$ cat config.mk
export PLATFORM = sky130hd
export DESIGN_NAME = timer_control
export DESIGN_NICKNAME = d
export VERILOG_FILES = /design/src/rtl/timer_control.sv
export SDC_FILE = /design/constraint.sdc
export NUM_CORES = 1
export LEC_CHECK = 0
export CAP_MARGIN = 20
export CORE_ASPECT_RATIO = 1.2
export CORE_MARGIN = 1
export CORE_UTILIZATION = 25
export CTS_CLUSTER_DIAMETER = 60
export DETAILED_ROUTE_END_ITERATION = 7
export PLACE_DENSITY = 0.47
export SYNTH_ARGS = -nofsm -noshare
export SYNTH_HDL_FRONTEND = slang
export SYNTH_SLANG_ARGS = --single-unit
export TNS_END_PERCENT = 100
$ cat constraint.sdc
create_clock -name clk -period 3.36 [get_ports clk]
set_clock_uncertainty 0.1 [all_clocks]
set_input_delay 0.672 -clock clk [delete_from_list [all_inputs] [get_ports clk]]
set_output_delay 0.672 -clock clk [all_outputs]
set_load 0.03 [all_outputs]
$ cat src/rtl/timer_control.sv
// Egg-timer control: holds the user-entered MM:SS cook time as BCD digits,
// drives load/run to the countdown core, detects expiry and times the alarm.
module timer_control #(
  parameter int unsigned MAX_TENS_MIN = 9,
  parameter int unsigned ALARM_SECS   = 5
) (
  input  logic       clk,
  input  logic       reset_n,
  input  logic       pulse_1s,
  input  logic       btn_start_stop,
  input  logic       btn_clear,
  input  logic       inc_sec,
  input  logic       dec_sec,
  input  logic       inc_min,
  input  logic       dec_min,
  input  logic [3:0] seconds,
  input  logic [3:0] tens_seconds,
  input  logic [3:0] minutes,
  input  logic [3:0] tens_minutes,
  output logic [3:0] seconds_prog,
  output logic [3:0] tens_seconds_prog,
  output logic [3:0] minutes_prog,
  output logic [3:0] tens_minutes_prog,
  output logic       timer_load,
  output logic       timer_on,
  output logic       alarm,
  output logic [1:0] state
);

  localparam int unsigned        CNT_W      = $clog2(ALARM_SECS + 1);
  localparam logic [3:0]         MAX_TM     = 4'(MAX_TENS_MIN);
  localparam logic [CNT_W-1:0]   ALARM_LAST = CNT_W'(ALARM_SECS - 1);

  typedef enum logic [1:0] {
    ST_SET   = 2'd0,
    ST_RUN   = 2'd1,
    ST_PAUSE = 2'd2,
    ST_DONE  = 2'd3
  } state_t;

  state_t           state_q, state_d;
  logic [15:0]      prog_q, prog_d;      // {tens_min, min, tens_sec, sec}
  logic             load_q, load_d;
  logic             on_q, on_d;
  logic             alarm_q, alarm_d;
  logic [CNT_W-1:0] cnt_q, cnt_d;

  logic [3:0]  s, ts, m, tm;
  logic [15:0] edit_v;
  logic        live_zero;

  assign s  = prog_q[3:0];
  assign ts = prog_q[7:4];
  assign m  = prog_q[11:8];
  assign tm = prog_q[15:12];

  assign live_zero = ({tens_minutes, minutes, tens_seconds, seconds} == '0);

  // Edited time for the highest-priority edit pulse, with BCD carry/borrow and saturation.
  always_comb begin
    edit_v = prog_q;
    if (inc_min) begin
      if (!(tm == MAX_TM && m == 4'd9)) begin
        if (m != 4'd9) edit_v[11:8] = m + 4'd1;
        else begin
          edit_v[11:8]  = '0;
          edit_v[15:12] = tm + 4'd1;
        end
      end
    end else if (inc_sec) begin
      if (!(tm == MAX_TM && m == 4'd9 && ts == 4'd5 && s == 4'd9)) begin
        if (s != 4'd9) edit_v[3:0] = s + 4'd1;
        else begin
          edit_v[3:0] = '0;
          if (ts != 4'd5) edit_v[7:4] = ts + 4'd1;
          else begin
            edit_v[7:4] = '0;
            if (m != 4'd9) edit_v[11:8] = m + 4'd1;
            else begin
              edit_v[11:8]  = '0;
              edit_v[15:12] = tm + 4'd1;
            end
          end
        end
      end
    end else if (dec_min) begin
      if (!(tm == 4'd0 && m == 4'd0)) begin
        if (m != 4'd0) edit_v[11:8] = m - 4'd1;
        else begin
          edit_v[11:8]  = 4'd9;
          edit_v[15:12] = tm - 4'd1;
        end
      end
    end else if (dec_sec) begin
      if (prog_q != '0) begin
        if (s != 4'd0) edit_v[3:0] = s - 4'd1;
        else begin
          edit_v[3:0] = 4'd9;
          if (ts != 4'd0) edit_v[7:4] = ts - 4'd1;
          else begin
            edit_v[7:4] = 4'd5;
            if (m != 4'd0) edit_v[11:8] = m - 4'd1;
            else begin
              edit_v[11:8]  = 4'd9;
              edit_v[15:12] = tm - 4'd1;
            end
          end
        end
      end
    end
  end

  // Next-state, programmed time, load strobe and alarm counter.
  always_comb begin
    state_d = state_q;
    prog_d  = prog_q;
    load_d  = 1'b0;
    cnt_d   = cnt_q;
    unique case (state_q)
      ST_SET: begin
        if (btn_clear) begin
          prog_d = '0;
          load_d = 1'b1;
        end else if (btn_start_stop) begin
          if (prog_q != '0) state_d = ST_RUN;
        end else begin
          prog_d = edit_v;
          load_d = (edit_v != prog_q);
        end
      end
      ST_RUN: begin
        if (live_zero) begin
          state_d = ST_DONE;
          cnt_d   = '0;
        end else if (btn_clear) begin
          state_d = ST_SET;
          load_d  = 1'b1;
        end else if (btn_start_stop) begin
          state_d = ST_PAUSE;
        end
      end
      ST_PAUSE: begin
        if (btn_clear) begin
          state_d = ST_SET;
          load_d  = 1'b1;
        end else if (btn_start_stop) begin
          state_d = ST_RUN;
        end
      end
      ST_DONE: begin
        if (btn_clear || btn_start_stop || (pulse_1s && cnt_q == ALARM_LAST)) begin
          state_d = ST_SET;
          load_d  = 1'b1;
          cnt_d   = '0;
        end else if (pulse_1s) begin
          cnt_d = cnt_q + 1'b1;
        end
      end
      default: state_d = ST_SET;
    endcase
    on_d    = (state_d == ST_RUN);
    alarm_d = (state_d == ST_DONE);
  end

  // Registered state and outputs with asynchronous reset.
  always_ff @(posedge clk or negedge reset_n) begin
    if (!reset_n) begin
      state_q <= ST_SET;
      prog_q  <= '0;
      load_q  <= 1'b0;
      on_q    <= 1'b0;
      alarm_q <= 1'b0;
      cnt_q   <= '0;
    end else begin
      state_q <= state_d;
      prog_q  <= prog_d;
      load_q  <= load_d;
      on_q    <= on_d;
      alarm_q <= alarm_d;
      cnt_q   <= cnt_d;
    end
  end

  assign seconds_prog      = prog_q[3:0];
  assign tens_seconds_prog = prog_q[7:4];
  assign minutes_prog      = prog_q[11:8];
  assign tens_minutes_prog = prog_q[15:12];
  assign timer_load        = load_q;
  assign timer_on          = on_q;
  assign alarm             = alarm_q;
  assign state             = state_q;

endmodule

# Word level (Yosys, flattened, before mapping)
# Index checks and enable logic that the tools add are counted.
dict set report totals {
  n_memories 0
  inputBits 25
  latchBits 0
  ram_bits 0
  romBits 0
  wordCells 94
  out_inout_bits 21
  ff_bits 24
}
dict set report classes {
  n_div 0
  magnitude_cmp 0
  shift 0
  n_mux 44
  eq_ne 17
  n_bitwise 0
  reduce_logical 18
  mul 0
  addsub 9
}
# op count
set op_table {}
lappend op_table {{16-bit 2-to-1 mux} 6}
lappend op_table {{8-bit 2-to-1 mux} 8}
lappend op_table {{4-bit 2-to-1 mux} 8}
lappend op_table {{12-bit 2-to-1 mux} 2}
lappend op_table {{2-bit 2-to-1 mux} 9}
lappend op_table {{4-bit by 1-bit adder with 4-bit output, second input constant} 4}
lappend op_table {{16-bit logical NOT} 1}
lappend op_table {{16-bit inequality test} 1}
lappend op_table {{16-bit nonzero test} 1}
lappend op_table {{4-bit by 1-bit subtractor with 4-bit output, second input constant} 4}
lappend op_table {{4-bit == test, second input constant} 3}
lappend op_table {{4-bit nonzero test} 3}
lappend op_table {{3-bit 2-to-1 mux} 3}
lappend op_table {{4-bit logical NOT} 2}
lappend op_table {{4-bit inequality test, second input constant} 2}
lappend op_table {{2-bit case mux with 4 select lines} 1}
lappend op_table {{2-bit == test, second input constant} 3}
lappend op_table {{3-bit case mux with 2 select lines} 1}
lappend op_table {{1-bit logical AND} 5}
lappend op_table {{1-bit 2-to-1 mux} 5}
lappend op_table {{2-bit by 1-bit == test with 1-bit output, second input constant} 2}
lappend op_table {{4-bit by 3-bit == test with 1-bit output, second input constant} 1}
lappend op_table {{4-bit by 3-bit inequality test with 1-bit output, second input constant} 1}
lappend op_table {{1-bit case mux with 4 select lines} 1}
lappend op_table {{other kinds (10)} 11}

# Depth between registers and ports, before layout
# Gate-level depths: netlist of run 1.
dict set report depth {
  depth_word 13
  mapped_depth 10
  ltp_nobuf 8
}

# Least setup slack after synthesis of run 1
# No wires, ideal clock.
dict set report synth_path {
  kind {register to register}
  start {reg prog_q[0]}
  end {reg load_q (netlist: timer_load)}
  slack_ps 622
  n_path_buf 2
  required_ps 3172
  setup_time_ps 88
  synth_period_minus_slack_ps 2738
  path_stages_with_launch 10
  t_arrival_ps 2549
  path_cell_list {dfrtp_1 -> clkbuf_1 -> inv_1 -> ha_1 -> nor3b_1 -> buf_2 -> a41oi_1 -> nor2_1 -> or4b_1 -> a41oi_1}
}
dict set report synth_between {
  elab_chain_len 11
  elab_cells_between_ends 23
  classes_between {add/sub (2); eq/ne (3); mux (15); reduce/logical (3)}
}
# item line
set synth_lines {}
lappend synth_lines {{start: declaration} 42} ;# logic [15:0] prog_q, prog_d;
lappend synth_lines {{start signal: assignment} 176} ;# prog_q <= prog_d;
lappend synth_lines {{4-bit by 1-bit subtractor with 4-bit output / 4-bit nonzero test (equally long branches)} 96} ;# if (s != 4'd0) edit_v[3:0] = s - 4'd1;
lappend synth_lines {{4-bit 2-to-1 mux / 12-bit 2-to-1 mux (equally long branches)} 96}
lappend synth_lines {{16-bit 2-to-1 mux} 95} ;# if (prog_q != '0) begin
lappend synth_lines {{16-bit 2-to-1 mux} 94} ;# end else if (dec_sec) begin
lappend synth_lines {{8-bit 2-to-1 mux} 86} ;# end else if (dec_min) begin
lappend synth_lines {{16-bit 2-to-1 mux} 70} ;# end else if (inc_sec) begin
lappend synth_lines {{8-bit 2-to-1 mux} 62} ;# if (inc_min) begin
lappend synth_lines {{16-bit inequality test (*)} 128} ;# load_d = (edit_v != prog_q);
lappend synth_lines {{1-bit 2-to-1 mux (*)} 124} ;# end else if (btn_start_stop) begin
lappend synth_lines {{1-bit 2-to-1 mux (*)} 121} ;# if (btn_clear) begin
lappend synth_lines {{1-bit case mux with 4 select lines (*)} 119} ;# unique case (state_q)
lappend synth_lines {{named net load_d} 43} ;# logic load_q, load_d;
lappend synth_lines {{end signal: assignment} 177} ;# load_q <= load_d;
lappend synth_lines {{end: declaration} 43}
# Mark *: on every way through the listed nets, which the timed path passes. The rest lies on a longest branch.
# A chain may end at the register's enable or synchronous reset.

# Final worst setup path of run 1
dict set report layout_path {
  start {reg prog_q[1]}
  end {reg load_q (netlist: timer_load)}
}
# The elaborated chain is that of the path after synthesis.

==> results of run 1 <==
-- kinds of logic after synthesis --
logic type	share of synthesized area, %
multiplexers	2.041
adder cells (fa/ha/maj)	7.466
flip-flops	23.89
AND/OR/NAND/NOR	27.88
AO/OA/AOI/OAI	30.76
buffers and inverters	6.570
XOR/XNOR	1.394
-- layer usage --
metal / routed length, um / vias to the layer above / global-route usage (%)
met5: 0 / - / 0
met4: 157 / 0 / 4.410
met3: 235 / 10 / 1.298
met2: 4059 / 59 / 27.16
met1: 3845 / 1293 / 22.60
li1: - / 1322 / -
-- cells in the mapped netlist, types with 2 or more instances --
cell type  instances  area share, %
nand3b_1           5            1.5
nor3b_1            8            2.4
and2_1             2           0.50
ha_1              15            7.5
mux2i_1            4            1.6
and3b_1            2           0.70
a32o_1             2           0.80
nor3_1            10            2.0
nand4b_1           4            1.4
inv_1             17            2.5
nor4_1             7            1.7
a21o_1             4            1.2
or3b_2             2           0.70
a211oi_1           5            1.5
and4_1             2           0.70
xnor2_1            3            1.0
a32oi_1            3            1.0
o21bai_1           3           0.90
nand3_1           16            3.2
o21ai_0           38            7.6
o221ai_1           2           0.70
o31ai_1            3           0.90
nand2b_1           6            1.5
a31oi_1            8            2.0
o211ai_1           2           0.60
a311o_1            3            1.2
a21boi_0           2           0.60
a2111oi_0          2           0.70
clkbuf_1          17            2.5
nand4_1            2           0.50
buf_2              6            1.2
nor2_1            18            2.7
a21oi_1           18            3.6
o22ai_1            2           0.50
a211o_1            3            1.0
dfrtp_1           24             24
a41oi_1            4            1.4
nor2b_1            2           0.50
nand2_1           32            4.8
-- cells in the final DEF, fill, tap and decap left out, drive strengths merged, types with 4 or more instances in the layout --
cell           synthesis  layout
buf                    7      15
nor3                  10      10
clkdlybuf4s50          0      45
nor4                   7       7
nand4b                 4       4
nand3                 16      16
nand2                 32      32
mux2i                  4       4
a21oi                 18      18
a211oi                 5       5
a21o                   4       4
nor2                  18      18
dfrtp                 24      24
a41oi                  4       4
nor3b                  9       9
o21ai                 38      38
nand2b                 6       6
ha                    15      15
inv                   17      17
nand3b                 6       6
a31oi                  8       8
-- area by class of cell --
cell class,count,area (um^2)
well taps,123,153.9
multi-input cells,266,1748
fillers,1030,6427
clock inverters,1,30.03
inverters,17,63.81
clock buffers,3,75.07
flip-flops and latches,24,600.6
repair buffers,60,563.0
-- through the flow --
stage	std cells	hold slack, ns
finish	494	0.4147
floorplan	331	0.2764
detailed placement	490	0.4048
CTS	494	0.4180
global route	494	0.4358
global placement	490	0.4002
-- worst register-to-register path, stage by stage (launching register included) --
cell	delay (ns)
dfrtp_1	0.49
inv_1	0.19
ha_1	0.26
nand3b_1	0.27
o41ai_2	0.52
a211oi_1	0.11
a31oi_1	0.24
or4b_1	0.47
a41oi_1	0.21
-- sequential cells by signal (all words and copies together) (netlist names) --
| name | flops |
|---|---|
| timer_load | 1 |
| alarm | 1 |
| state | 2 |
| timer_on | 1 |
| cnt_q | 3 |
| prog_q | 16 |
-- how the worst min path moves through the flow --
stage | from | endpoint | cells after the start
after floorplan | reset_n | alarm | 0
after global placement | cnt_q[2] | cnt_q[2] | 1
after detailed placement | cnt_q[2] | cnt_q[2] | 1
after CTS | cnt_q[2] | cnt_q[2] | 1
after global routing | cnt_q[2] | cnt_q[2] | 1
final | cnt_q[2] | cnt_q[2] | 1
-- power by group through the flow --
stage / clock, mW / combinational, mW / sequential (mW)
2_1_floorplan: 0 / 0.699 / 0.550
3_3_place_gp: 0 / 1.14 / 0.513
3_5_place_dp: 0 / 1.14 / 0.515
4_1_cts: 0.371 / 1.15 / 0.509
5_1_grt: 0.377 / 1.26 / 0.530
6_report: 0.361 / 1.15 / 0.509
==> impl_results.md, run 1 <==
* Post-synth EDFFs at 0
* Tot Pwr at 2.017 mW
* Status: finished, final reports clean
* Drt drc at 0
* Worst slew pin tran at 0.7110 ns
* Achievable Freq at 0.3406 GHz
* Clock Tree Root: clkbuf_16
* Switch Pwr at 955.3 uW
* Clock power frac at 17.9%
* Nature of the critical path endpoint: flop
* Top Ports at 46
* Die Y at 111.8 um
* Detailed Route WL at 8297 um
* Area growth syn-to-layout at 28.67%
* Reg-to-reg critical path endpoint: timer_load
* Final net count at 412
* Initial antenna violation count at 0
* Yosys reg bits at 24
* Initial DRC count at 102
* Yosys cell types at 62
* WS Path Type: flop to flop
* R2R Path Start: prog_q[1]
* Crit. Startpoint: prog_q[1]
* Routed Antenna Nets at 0
* Endpoints failing hold at 0
* Ratio of cells with drive above 1 in the final layout at 7.547%
* Final worst slack at 0.4239 ns
* Clock latency on the worst-skew pair at 0.26 ns
* Vias at 2684
* PD cells at 623.7 mW/mm^2
* Slowest stage delay, CP at 0.52 ns
* R2R cell count at 8
* Post-Synthesis Cells at 331
* # diodes at 0
* Synth warn at 0
* Worst Hold Class: flop to flop
* First-pass GRT wire length at 13900 um
* VDD IR max at 303.8 uV
* Final Cell Area at 0.003234 mm^2
* Internal Power at 1.062 mW
* Avg Cell Area, Syn at 7.594 um^2
* Die Wd at 93.54 um
* Vias in the first global route at 2670
* Post-CTS setup buffers at 0
* Pre-Repair DR Iteration Count at 4
* Critical Path Stages at 8
* Combinational group share of total power at 56.9%
* CTS sink count at 24
* Initial Util at 26.02%
* Slew headroom at 52.49%
* Post-synth ARST share at 100.0%
* Crit path max-delay family: compound AO/OA/AOI/OAI gates
* Tcrit/Tclk final at 87.38%
* Largest net degree at the start of global routing at 25
* Placer Congestion at 0.9172
* Synth Cell Area at 0.002514 mm^2
* CP Max Fanout at 9
* Area after DPL at 0.003129 mm^2
* Post-layout min period at 2.936 ns
* Unrepaired setup endpoints after global routing: no
* WP data arrival at 3.02 ns
* Ys flop type: dfrtp_1
* IO buf count at 45
* Tot GR Track Use at 16.34%
* Max cap viols at 0
* Post-CTS sizing at 0
* Final setup TNS at 0 ns
* Longest Clk Path Bufs at 2
* Final core utilization at 33.48%
* WP buf/inv at 1
* CTS clk-pin slew, worst paths at 0.07 ns
* Setup Slack @ Placement at 0.4584 ns
* Total congestion overflow at 0
* Hpwl dp at 6171 um
* Required @ worst endpoint at 3.44 ns
* Net count after synthesis at 371
* Num CTS Buffers at 3
* CTS H-tree lvls at 1
* Placeable Area at 0.009662 mm^2
* Seq/Total Area, Yosys at 23.89%
* Leak Pwr at 1.257 nW
* R2r setup slk at 0.42 ns
* Sw frac at 47.36%
* CP max stage cell: o41ai_2
* Drt wl/cell at 16.80 um
* Setup crit start kind: flop
* Max-slew violations at 0
* Share of power burned in registers at 25.2%
* Worst setup path end: timer_load
* Final setup viols at 0
* Crit-path cells: inv_1, ha_1, nand3b_1, o41ai_2, a211oi_1, a31oi_1, or4b_1, a41oi_1
* Die area at 0.01046 mm^2
* Hold_buf cts at 0
* TritonCTS clock tree: done
* Vias/cell at 5.433
* Number of placement rows at 39
(Power assumes the default switching activity.)
==> inputs of run 2 (changes only) <==
--- a/config.mk
+++ b/config.mk
@@ -13,3 +13,4 @@
 export DETAILED_ROUTE_END_ITERATION = 7
-export PLACE_DENSITY = 0.47
+export HOLD_SLACK_MARGIN = 0.15
+export PLACE_DENSITY = 0.42
 export SYNTH_ARGS = -nofsm -noshare
==> constraint.sdc (replaced) <==
create_clock -name clk -period 3.36 [get_ports clk]
set_clock_uncertainty 0.1 [all_clocks]
set_input_delay 0.504 -clock clk [delete_from_list [all_inputs] [get_ports clk]]
set_output_delay 0.504 -clock clk [all_outputs]
set_load 0.03 [all_outputs]
==> impl_results.md, run 2 (synthesis gave the netlist of run 1 again) <==
* Worst slew pin tran at 0.6709 ns
* Largest net degree at the start of global routing at 25
* Crit. Startpoint: prog_q[1]
* IO buf count at 45
* Endpoints failing hold at 0
* CTS sink count at 24
* Most flop-heavy register: prog_q
* Placer Congestion at 0.8271
* Detailed Route WL at 8898 um
* Tot Pwr at 2.062 mW
* First-pass GRT wire length at 14770 um
* Final core utilization at 33.63%
* Worst Hold Class: flop to flop
* Final Non-Filler Cells at 496
* Clock Tree Root: clkbuf_16
* Final Cell Area at 0.003249 mm^2
* R2R Path Start: prog_q[1]
* R2R cell count at 8
* R2r setup slk at 0.36 ns
* Leak Pwr at 1.266 nW
* Drt drc at 0
* Vias/cell at 5.579
* Unrepaired setup endpoints after global routing: no
* Ratio of cells with drive above 1 in the final layout at 8.043%
* CTS clk-pin slew, worst paths at 0.07 ns
* # diodes at 0
* Vias at 2767
* Nature of the critical path endpoint: flop
* Crit-path cells: inv_1, ha_1, nand3b_1, o41ai_2, a211oi_1, a31oi_1, or4b_1, a41oi_1
* Area after DPL at 0.003144 mm^2
* Number of placement rows at 39
* PD cells at 634.6 mW/mm^2
* Commonest non-fill, non-tap cell in the layout: clkdlybuf4s50_1
* DP Cell Count at 492
* Post-CTS setup buffers at 0
* Placeable Area at 0.009662 mm^2
* Die area at 0.01046 mm^2
* Routed Antenna Nets at 0
* Area growth syn-to-layout at 29.27%
* Setup crit start kind: flop
* Fillers at 1020
* CTS H-tree lvls at 1
* CP max stage cell: o41ai_2
* Reg-to-reg critical path endpoint: timer_load
* Most frequent cells in the layout: 45 x clkdlybuf4s50_1, 38 x o21ai_0, 32 x nand2_1
* Max cap viols at 0
* Post-CTS sizing at 0
* Tot GR Track Use at 17.61%
* Status: finished, final reports clean
* Longest Clk Path Bufs at 2
* Setup Slack @ Placement at 0.4115 ns
* Achievable Freq at 0.3329 GHz
* Die Y at 111.8 um
* Tcrit/Tclk final at 89.41%
* Drt wl/cell at 17.94 um
* Initial DRC count at 158
* Die Wd at 93.54 um
* Top Ports at 46
* WP data arrival at 3.09 ns
* Max FFs per register at 16
* Max-slew violations at 0
* Initial Util at 26.02%
* Final setup TNS at 0 ns
* Final worst slack at 0.3558 ns
* Slew headroom at 54.80%
* Vias in the first global route at 2842
* Worst setup path end: timer_load
* Hpwl dp at 6508 um
* TritonCTS clock tree: done
* Final setup viols at 0
* Clock latency on the worst-skew pair at 0.27 ns
* CP Max Fanout at 9
* Worst Hold Depth at 1
* Hold_buf cts at 0
* Initial antenna violation count at 0
* VDD IR max at 272.9 uV
* Final net count at 414
* Hold_ws at 0.4122 ns
* Required @ worst endpoint at 3.44 ns
* Post-layout min period at 3.004 ns
* Slowest stage delay, CP at 0.58 ns
* WS Path Type: flop to flop
* Total congestion overflow at 0
* Pre-Repair DR Iteration Count at 5
* Num CTS Buffers at 3
[run 2: changes by cell type in the layout (fill, tap and decap cells not counted)]
cell and change:
buf_4 +2
[run 2: report_power, final]
| part | leakage (nW) | internal, mW | switching, mW |
|---|---|---|---|
| registers | 0.325 | 0.354 | 0.154 |
| clock network | 0.0511 | 0.238 | 0.129 |
| logic | 0.890 | 0.508 | 0.680 |
| total | 1.27 | 1.10 | 0.963 |
[run 2: final cells by class]
cell class,instances,area [um^2],share of cell area (%)
clock buffer,3,75.07,2.310
clock inverter,1,30.03,0.9241
inverter,17,63.81,1.964
multi-input combinational,266,1748,53.79
sequential,24,600.6,18.48
tap,123,153.9,4.736
timing repair buffer,62,578.1,17.79
[run 2: worst min path at each step]
stage	from	slack, ns	end
2_1_floorplan	reset_n	0.11	alarm
3_3_place_gp	cnt_q[2]	0.40	cnt_q[2]
3_5_place_dp	cnt_q[2]	0.40	cnt_q[2]
4_1_cts	cnt_q[2]	0.42	cnt_q[2]
5_1_grt	cnt_q[2]	0.44	cnt_q[2]
6_report	cnt_q[2]	0.41	cnt_q[2]
[run 2: layer usage]
layer / wire length [um] / track usage (%) / part of all wire (%)
met5: 0 / 0 / 0
met4: 132 / 5.026 / 1.5
met3: 384 / 1.776 / 4.3
met2: 4416 / 30.44 / 50
met1: 3964 / 23.01 / 45
[run 2: critical path: cells and delay by family, from the launching register on]
kind	cells	cell delay [ns]
AOI/OAI and AO/OA	4	1.14
DFF	1	0.49
buffers and inverters	1	0.16
adders and majority gates	1	0.27
and+or+nand+nor	2	0.76
